`src/rtl/uart_rx_if.sv`:
```
// Byte-stream side of the UART receiver: valid/ready data handshake plus
// the frame-error and overrun status pulses.
interface uart_rx_if;
  logic [7:0] rx_data;
  logic       rx_valid;
  logic       rx_ready;
  logic       frame_err;
  logic       overrun;

  // Receiver side drives data and status, consumer returns ready.
  modport master (
    output rx_data,
    output rx_valid,
    output frame_err,
    output overrun,
    input  rx_ready
  );

  modport slave (
    input  rx_data,
    input  rx_valid,
    input  frame_err,
    input  overrun,
    output rx_ready
  );
endinterface

```
`src/rtl/uart_rx.sv`:
```
// 8N1 UART receiver: 2-FF synchroniser, start-bit qualification at half-bit,
// mid-bit sampling of 8 data bits LSB first, stop-bit check, and a single
// output register with valid/ready handshake, frame-error and overrun pulses.
// CLKS_PER_BIT (CLK_FREQ/BAUD_RATE) must be at least 4.
module uart_rx #(
  parameter int unsigned CLK_FREQ  = 27000000,
  parameter int unsigned BAUD_RATE = 9600
) (
  input  logic     clk,
  input  logic     rst_n,
  input  logic     rx,
  uart_rx_if.master bus
);

  localparam int unsigned CLKS_PER_BIT = CLK_FREQ / BAUD_RATE;
  localparam int unsigned HALF_BIT     = CLKS_PER_BIT / 2;
  localparam int unsigned CW           = $clog2(CLKS_PER_BIT) + 1;

  localparam logic [CW-1:0] BIT_LAST  = CW'(CLKS_PER_BIT - 1);
  localparam logic [CW-1:0] HALF_LAST = CW'(HALF_BIT - 1);

  typedef enum logic [2:0] {
    IDLE,
    START,
    DATA,
    STOP,
    WAIT_IDLE
  } state_t;

  state_t        state, state_n;
  logic          rx_meta, rxs;
  logic [CW-1:0] bit_cnt;
  logic [2:0]    bit_idx;
  logic [7:0]    shreg;

  // Decode strobes from the FSM
  logic cnt_clr;
  logic idx_clr;
  logic sample_data;
  logic byte_done;
  logic stop_bad;

  // Bring the asynchronous line into the clk domain; idles high.
  always_ff @(posedge clk or negedge rst_n) begin
    if (!rst_n) begin
      rx_meta <= 1'b1;
      rxs     <= 1'b1;
    end else begin
      rx_meta <= rx;
      rxs     <= rx_meta;
    end
  end

  // FSM state register.
  always_ff @(posedge clk or negedge rst_n) begin
    if (!rst_n) begin
      state <= IDLE;
    end else begin
      state <= state_n;
    end
  end

  // Next-state and strobe decode; the bit counter is cleared on every
  // transition so each state starts counting from zero.
  always_comb begin
    state_n     = state;
    cnt_clr     = 1'b0;
    idx_clr     = 1'b0;
    sample_data = 1'b0;
    byte_done   = 1'b0;
    stop_bad    = 1'b0;
    case (state)
      IDLE: begin
        cnt_clr = 1'b1;
        if (!rxs) begin
          state_n = START;
        end
      end
      START: begin
        if (bit_cnt == HALF_LAST) begin
          cnt_clr = 1'b1;
          idx_clr = 1'b1;
          // Line back high at mid start bit: a glitch, not a frame.
          state_n = rxs ? IDLE : DATA;
        end
      end
      DATA: begin
        if (bit_cnt == BIT_LAST) begin
          cnt_clr     = 1'b1;
          sample_data = 1'b1;
          if (bit_idx == 3'd7) begin
            state_n = STOP;
          end
        end
      end
      STOP: begin
        if (bit_cnt == BIT_LAST) begin
          cnt_clr = 1'b1;
          if (rxs) begin
            byte_done = 1'b1;
            state_n   = IDLE;
          end else begin
            stop_bad = 1'b1;
            state_n  = WAIT_IDLE;
          end
        end
      end
      WAIT_IDLE: begin
        cnt_clr = 1'b1;
        if (rxs) begin
          state_n = IDLE;
        end
      end
      default: begin
        cnt_clr = 1'b1;
        state_n = IDLE;
      end
    endcase
  end

  // Bit-period counter.
  always_ff @(posedge clk or negedge rst_n) begin
    if (!rst_n) begin
      bit_cnt <= '0;
    end else if (cnt_clr) begin
      bit_cnt <= '0;
    end else begin
      bit_cnt <= bit_cnt + 1'b1;
    end
  end

  // Data-bit index and byte assembly, LSB first.
  always_ff @(posedge clk or negedge rst_n) begin
    if (!rst_n) begin
      bit_idx <= '0;
      shreg   <= '0;
    end else begin
      if (idx_clr) begin
        bit_idx <= '0;
      end else if (sample_data) begin
        bit_idx <= bit_idx + 3'd1;
      end
      if (sample_data) begin
        shreg[bit_idx] <= rxs;
      end
    end
  end

  // Output register and handshake. A byte completing in the same cycle as
  // an accept replaces the old one with valid kept high; completing while
  // the old byte is still pending drops the new byte and flags overrun.
  always_ff @(posedge clk or negedge rst_n) begin
    if (!rst_n) begin
      bus.rx_data   <= '0;
      bus.rx_valid  <= 1'b0;
      bus.frame_err <= 1'b0;
      bus.overrun   <= 1'b0;
    end else begin
      bus.frame_err <= stop_bad;
      bus.overrun   <= 1'b0;
      if (byte_done) begin
        if (!bus.rx_valid || bus.rx_ready) begin
          bus.rx_data  <= shreg;
          bus.rx_valid <= 1'b1;
        end else begin
          bus.overrun <= 1'b1;
        end
      end else if (bus.rx_valid && bus.rx_ready) begin
        bus.rx_valid <= 1'b0;
      end
    end
  end

endmodule

```
`src/flat_wrapper.sv`:
```
// flat-port wrapper written by rule: the top's interface ports become plain ports
module uart_rx_flat 
#(
  parameter int unsigned CLK_FREQ  = 27000000,
  parameter int unsigned BAUD_RATE = 9600
)
  (clk, rst_n, rx, bus_rx_data, bus_rx_valid, bus_frame_err, bus_overrun, bus_rx_ready);
  uart_rx_if bus_i ();
  input  logic clk;
  input  logic rst_n;
  input  logic rx;
  output wire logic [$bits(bus_i.rx_data)-1:0] bus_rx_data;
  output wire logic [$bits(bus_i.rx_valid)-1:0] bus_rx_valid;
  output wire logic [$bits(bus_i.frame_err)-1:0] bus_frame_err;
  output wire logic [$bits(bus_i.overrun)-1:0] bus_overrun;
  input wire logic [$bits(bus_i.rx_ready)-1:0] bus_rx_ready;
  assign bus_rx_data = bus_i.rx_data;
  assign bus_rx_valid = bus_i.rx_valid;
  assign bus_frame_err = bus_i.frame_err;
  assign bus_overrun = bus_i.overrun;
  assign bus_i.rx_ready = bus_rx_ready;
  uart_rx #(.CLK_FREQ(CLK_FREQ), .BAUD_RATE(BAUD_RATE)) u_core (.clk(clk), .rst_n(rst_n), .rx(rx), .bus(bus_i));
endmodule
```
`config.mk`:
```
export PLATFORM = sky130hd
export DESIGN_NAME = uart_rx_flat
export DESIGN_NICKNAME = d
export VERILOG_FILES = /design/src/rtl/uart_rx_if.sv /design/src/rtl/uart_rx.sv /design/src/flat_wrapper.sv
export SDC_FILE = /design/constraint.sdc
export NUM_CORES = 1
export LEC_CHECK = 0
export CORE_AREA = 2 2 69 71
export DETAILED_ROUTE_END_ITERATION = 7
export DIE_AREA = 0 0 71 73
export PLACE_DENSITY = 0.72
export SYNTH_ARGS = -nofsm -noshare
export SYNTH_HDL_FRONTEND = slang
export SYNTH_SLANG_ARGS = --single-unit
```
`constraint.sdc`:
```
create_clock -name clk -period 6.01 [get_ports clk]
set_clock_uncertainty 0.1 [all_clocks]
set_input_delay 1.803 -clock clk [delete_from_list [all_inputs] [get_ports clk]]
set_output_delay 1.803 -clock clk [all_outputs]
set_load 0.01 [all_outputs]
```
Yosys cells after proc, flatten, opt, wreduce, memory -nomap -nowiden --
Index checks and enable logic that the tools add are counted.
Operators by class: order comparisons 2, reductions and logical operators 11, equal/unequal tests 14, add/sub/neg operators 2, mux-type cells 31
Operators by type and width (count):
- 3-bit two-way mux | 9
- 1-bit two-way mux | 16
- 3-bit case mux with 5 select lines | 1
- 13-bit by 1-bit adder with 13-bit output, second input constant | 1
- 13-bit by 11-bit equality test with 1-bit output, second input constant | 1
- 13-bit by 12-bit equality test with 1-bit output, second input constant | 1
- 13-bit two-way mux | 1
- 2-bit by 1-bit inequality test with 1-bit output, second input constant | 5
- 8-bit bitwise mux | 1
- 3-bit by 2-bit equality test with 1-bit output, second input constant | 2
- 3-bit equality test, second input constant | 2
- 6-bit AND reduction | 1
- 3-bit by 4-bit less-than comparator with 1-bit output, second input constant | 1
- 2-bit inequality test, second input constant | 2
- 2-bit AND reduction | 2
- 2-bit nonzero test | 2
- 3-bit by 1-bit adder with 3-bit output, second input constant | 1
- 1-bit demux with 3-bit select | 1
- 3-bit by 1-bit equality test with 1-bit output, second input constant | 1
- 3-bit by 1-bit >= comparator with 1-bit output, second input constant | 1
- 3-bit logical NOT | 1
- 1-bit logical AND | 2
- 2-bit two-way mux | 1
- 1-bit case mux with 2 select lines | 1
- 3 further kinds | 3
Storage, ports and cells: input port bits 4, register bits after elaboration 40

Depth between registers and ports, before layout --
depth after elaboration 5, mapped depth 7, gate-level depth less buffers 6

Worst setup path after synthesis --
OpenSTA, ideal clock, no wires.
kind input port to flip-flop, from input port bus_rx_ready, to register u_core.bus.rx_data[0], stages on the path 4, arrival 2605 ps, buffers on the path 0, data required time 5785 ps, path slack 3180 ps, setup time 125 ps, cell sequence nand2b_1 -> and2_1 -> nand4_4 -> mux2_2
On the way: word-level cells in the longest chain between the ends 2
Ends and longest elaborated chain:
- start: declaration | line flat_wrapper.sv:16 | input wire logic [$bits(bus_i.rx_ready)-1:0] bus_rx_ready;
- 1-bit logical OR | line uart_rx.sv:162 | if (!bus.rx_valid || bus.rx_ready) begin
- 2-bit AND reduction (no line)
- end signal: assignment | line uart_rx.sv:163 | bus.rx_data <= shreg;
- end: declaration | line uart_rx_if.sv:12 | output rx_data,
Every way passes these cells. A chain may end at the register's enable or synchronous reset.

Worst setup path after layout --
from register u_core.bus.rx_data[1], to output port bus_rx_data[1]
RTL lines:
- end: declaration | line flat_wrapper.sv:12 | output wire logic [$bits(bus_i.rx_data)-1:0] bus_rx_data;
No word-level cell between the ends.

==> impl_metrics.csv <==
group,metric,value,unit
run_status,outcome,"finished, final reports clean",
cts,cts_tree,"built",
synth,synthArstFlopShare,1.000,
timing,setup_viol,0,
timing,fin_crit,3.104,ns
synth,syn-num-nets,183,
routing,met2_length,1587,um
synth,synth_fa_ha_area_frac,0.02604,
synth,synth_cell_types,42,
final_layout,layout-drive-gt1-share,0.1613,
cts,clock_sinks,40,
floorplan,dieArea,0.005183,sq mm
timing,fin_tns_setup,0,ns
synth,synth-seq-cells,40,
routing,routedLengthMet1,1611,um
routing,drc_errors,0,
placed_design,portBuffers,14,
synth,yosysSeqAreaShare,0.5221,
run,maxCapViolations,0,
global_route,grt_max_degree,41,
synth,synth_top_family_by_area,"simple AND/OR/NAND/NOR gates",
routing,routed.top_layer,"met4",
final_layout,fillers,417,
timing,finalHoldViolCount,0,
routing,route.met3.wl,133,um
setup_path,cp-end-kind,"primary output",
placed_design,place_hpwl,2172,um
floorplan,core,0.004536,sq mm
global_route,grt_pass1_vias,1186,
final_layout,area_growth,13.80,%
synth,synthSimpleGateAreaFrac,0.2318,
setup_path,crit_family,"buffers and inverters",
routing,routed_wirelength,3376,um
floorplan,initial_core_util,0.4237,
placed_design,gp_congestion,0.7389,
routing,drtPass1Iterations,4,
final_layout,fin_util,0.4822,
setup_path,worst-setup-path-type,"register to primary output",
routing,via_per_inst,5.358,
power_and_ir_drop,vdd_drop_max,0.1477,mV
cts,root_buffer,"clkbuf_8",
final_layout,n_antenna_cell,0,
global_route,grt.total_usage,0.1442,
floorplan,dieWidth,71,um
floorplan,ios,15,
routing,vias,1286,
floorplan,row_count,25,
setup_path,crit_slowest_cell,"clkdlybuf4s50_1",
setup_path,start_kind,"register",
global_route,grt_overflow_total,0,
final_layout,nets,193,
timing,clock.fmax,322.1,MHz
setup_path,required,4.11,ns
timing,finalMaxSlewViolations,0,
synth,syn_inst,175,
routing,postRouteAntennaNets,0,
setup_path,crit_chain,"clkdlybuf4s50_1",
cts,cts_hold_buf,0,
cts,cts_made_buffers,5,
cts,cts_resized,0,
global_route,grt_pass1_wl,5678,um
synth,synthMuxAreaShare,0.08268,
cts,path_clk_slew,0.09,ns
routing,drt_iter0_markers,118,
synth,synth_edf_count,0,
cts,htreeDepth,2,
cts,clockBufferDepth,2,
synth,synthXorXnorAreaFrac,0.05013,
floorplan,die_y,73,um
timing,slew_headroom,0.2666,
timing,rsz0062_at_grt,"no",
hold_path,hp-class,"register to register",
synth,avgSynthCellArea,10.98,sq um
synth,synth_compound_area_frac,0.05339,
cts,clock_latency,0.30,ns
routing,detail_route.wl_per_cell,14.07,um
synth,synthFlopType,"dfrtp_1",
synth,yosysWarnings,0,
global_route,antenna_found_initial,0,
timing,period_share,0.5165,
power_and_ir_drop,powerDensity,232.5,mW/mm^2
power_and_ir_drop,p_leak,0.0009738,uW
setup_path,critPathMaxStageDelay,0.54,ns
setup_path,critPathArrivalTime,1.20,ns
setup_path,crit_buf_inv,1,
setup_path,worstPathMaxFanout,2,
synth,syn-cell-area,0.001922,sq mm
cts,post_cts_buffers,0,
timing,tightest_slew,1.100,ns
state kept, by name, indices dropped and copies added, names as in the netlist:
name,count
u_core.bus.overrun,1
u_core.shreg,8
u_core.rx_meta,1
u_core.bus.rx_valid,1
u_core.bus.rx_data,8
u_core.bit_idx,3
u_core.state,3
u_core.bit_cnt,13
u_core.bus.frame_err,1
u_core.rxs,1
path summary, 6_finish.rpt:
path | startpoint | to | slack (ns) | cells past startpoint
setup / recovery | u_core.bus.rx_data[1] | bus_rx_data[1] | 2.91 | 1
hold / removal | u_core.rx_meta | u_core.rxs | 0.26 | 0
setup reg to reg | u_core.bit_cnt[0] | u_core.shreg[0] | 3.56 | 5
hold reg to reg | u_core.rx_meta | u_core.rxs | 0.26 | 0
max in group asynchronous | rst_n | u_core.bit_cnt[6] | 3.75 | 1
min in group asynchronous | rst_n | u_core.bus.rx_data[6] | 1.52 | 1
logic make-up after synthesis:
group	count (synthesis)
adder cells (fa/ha/maj)	4
flip-flops	40
AO/OA/AOI/OAI	15
multiplexers	14
buffers and inverters	14
AND/OR/NAND/NOR	77
XOR/XNOR	11
worst register-to-register path: stages (launching register included):
cell      delay (ns)
dfrtp_1         0.43
ha_1            0.26
and4bb_2        0.27
nand4_1         0.48
nor4_1          0.42
mux2_2          0.37
stage by stage:
stage	area, sq um	hold WS, ns	setup slack, ns	total power [uW]	cells
after global placement	2071	0.2460	2.677	284.5	232
after global routing	2187	0.2683	2.837	528.6	240
after floorplan	1922	0.2452	3.180	277.3	175
final	2187	0.2598	2.906	508.4	240
after CTS	2187	0.2600	2.893	511.9	240
after detailed placement	2071	0.2482	2.661	284.7	232
final cells by class:
| cell class | instances | area [sq um] | area share |
|---|---|---|---|
| Tap cell | 54 | 67.56 | 0.03089 |
| Inverter | 3 | 11.26 | 0.005149 |
| Clock inverter | 3 | 47.55 | 0.02174 |
| Sequential cell | 40 | 1003 | 0.4588 |
| Timing Repair Buffer | 14 | 135.1 | 0.06179 |
| Clock buffer | 5 | 68.82 | 0.03146 |
| Multi-Input combinational cell | 121 | 853.3 | 0.3902 |
cells in the final DEF (no fill, tap or decap), drive strengths merged, types with 5 or more instances in the layout:
cell type	netlist	final
nand4	8	8
dfrtp	38	38
nand3	12	12
nor2	25	25
clkdlybuf4s50	0	13
xnor2	5	5
clkbuf	5	5
xor2	6	6
nand2	8	8
mux2	12	12
per-layer routing:
metal | GRT usage | vias to the layer above
li1 | - | 641
met3 | 0.05387 | 5
met1 | 0.1787 | 618
met2 | 0.2295 | 22
met5 | 0 | -
met4 | 0.05660 | 0
synthesized netlist by cell type (all sizes together) (3+ instances only):
library cell	n	area share
dfrtp	38	0.49
nor2	25	0.049
mux2	12	0.072
nand3	12	0.031
nand2	8	0.016
nand4	8	0.034
buf	6	0.018
xor2	6	0.027
clkbuf	5	0.0098
xnor2	5	0.023
and4	4	0.020
ha	4	0.026
nor3	4	0.010
o21ai	4	0.010
o31ai	4	0.016
inv	3	0.0059
nor4b	3	0.017
power by group:
part,switching [uW],internal (uW),leakage [uW]
logic,5.93,1.67,0.000378
registers,1.09,270,0.000537
clock network,104,125,0.0000583
(Power assumes the default switching activity.)
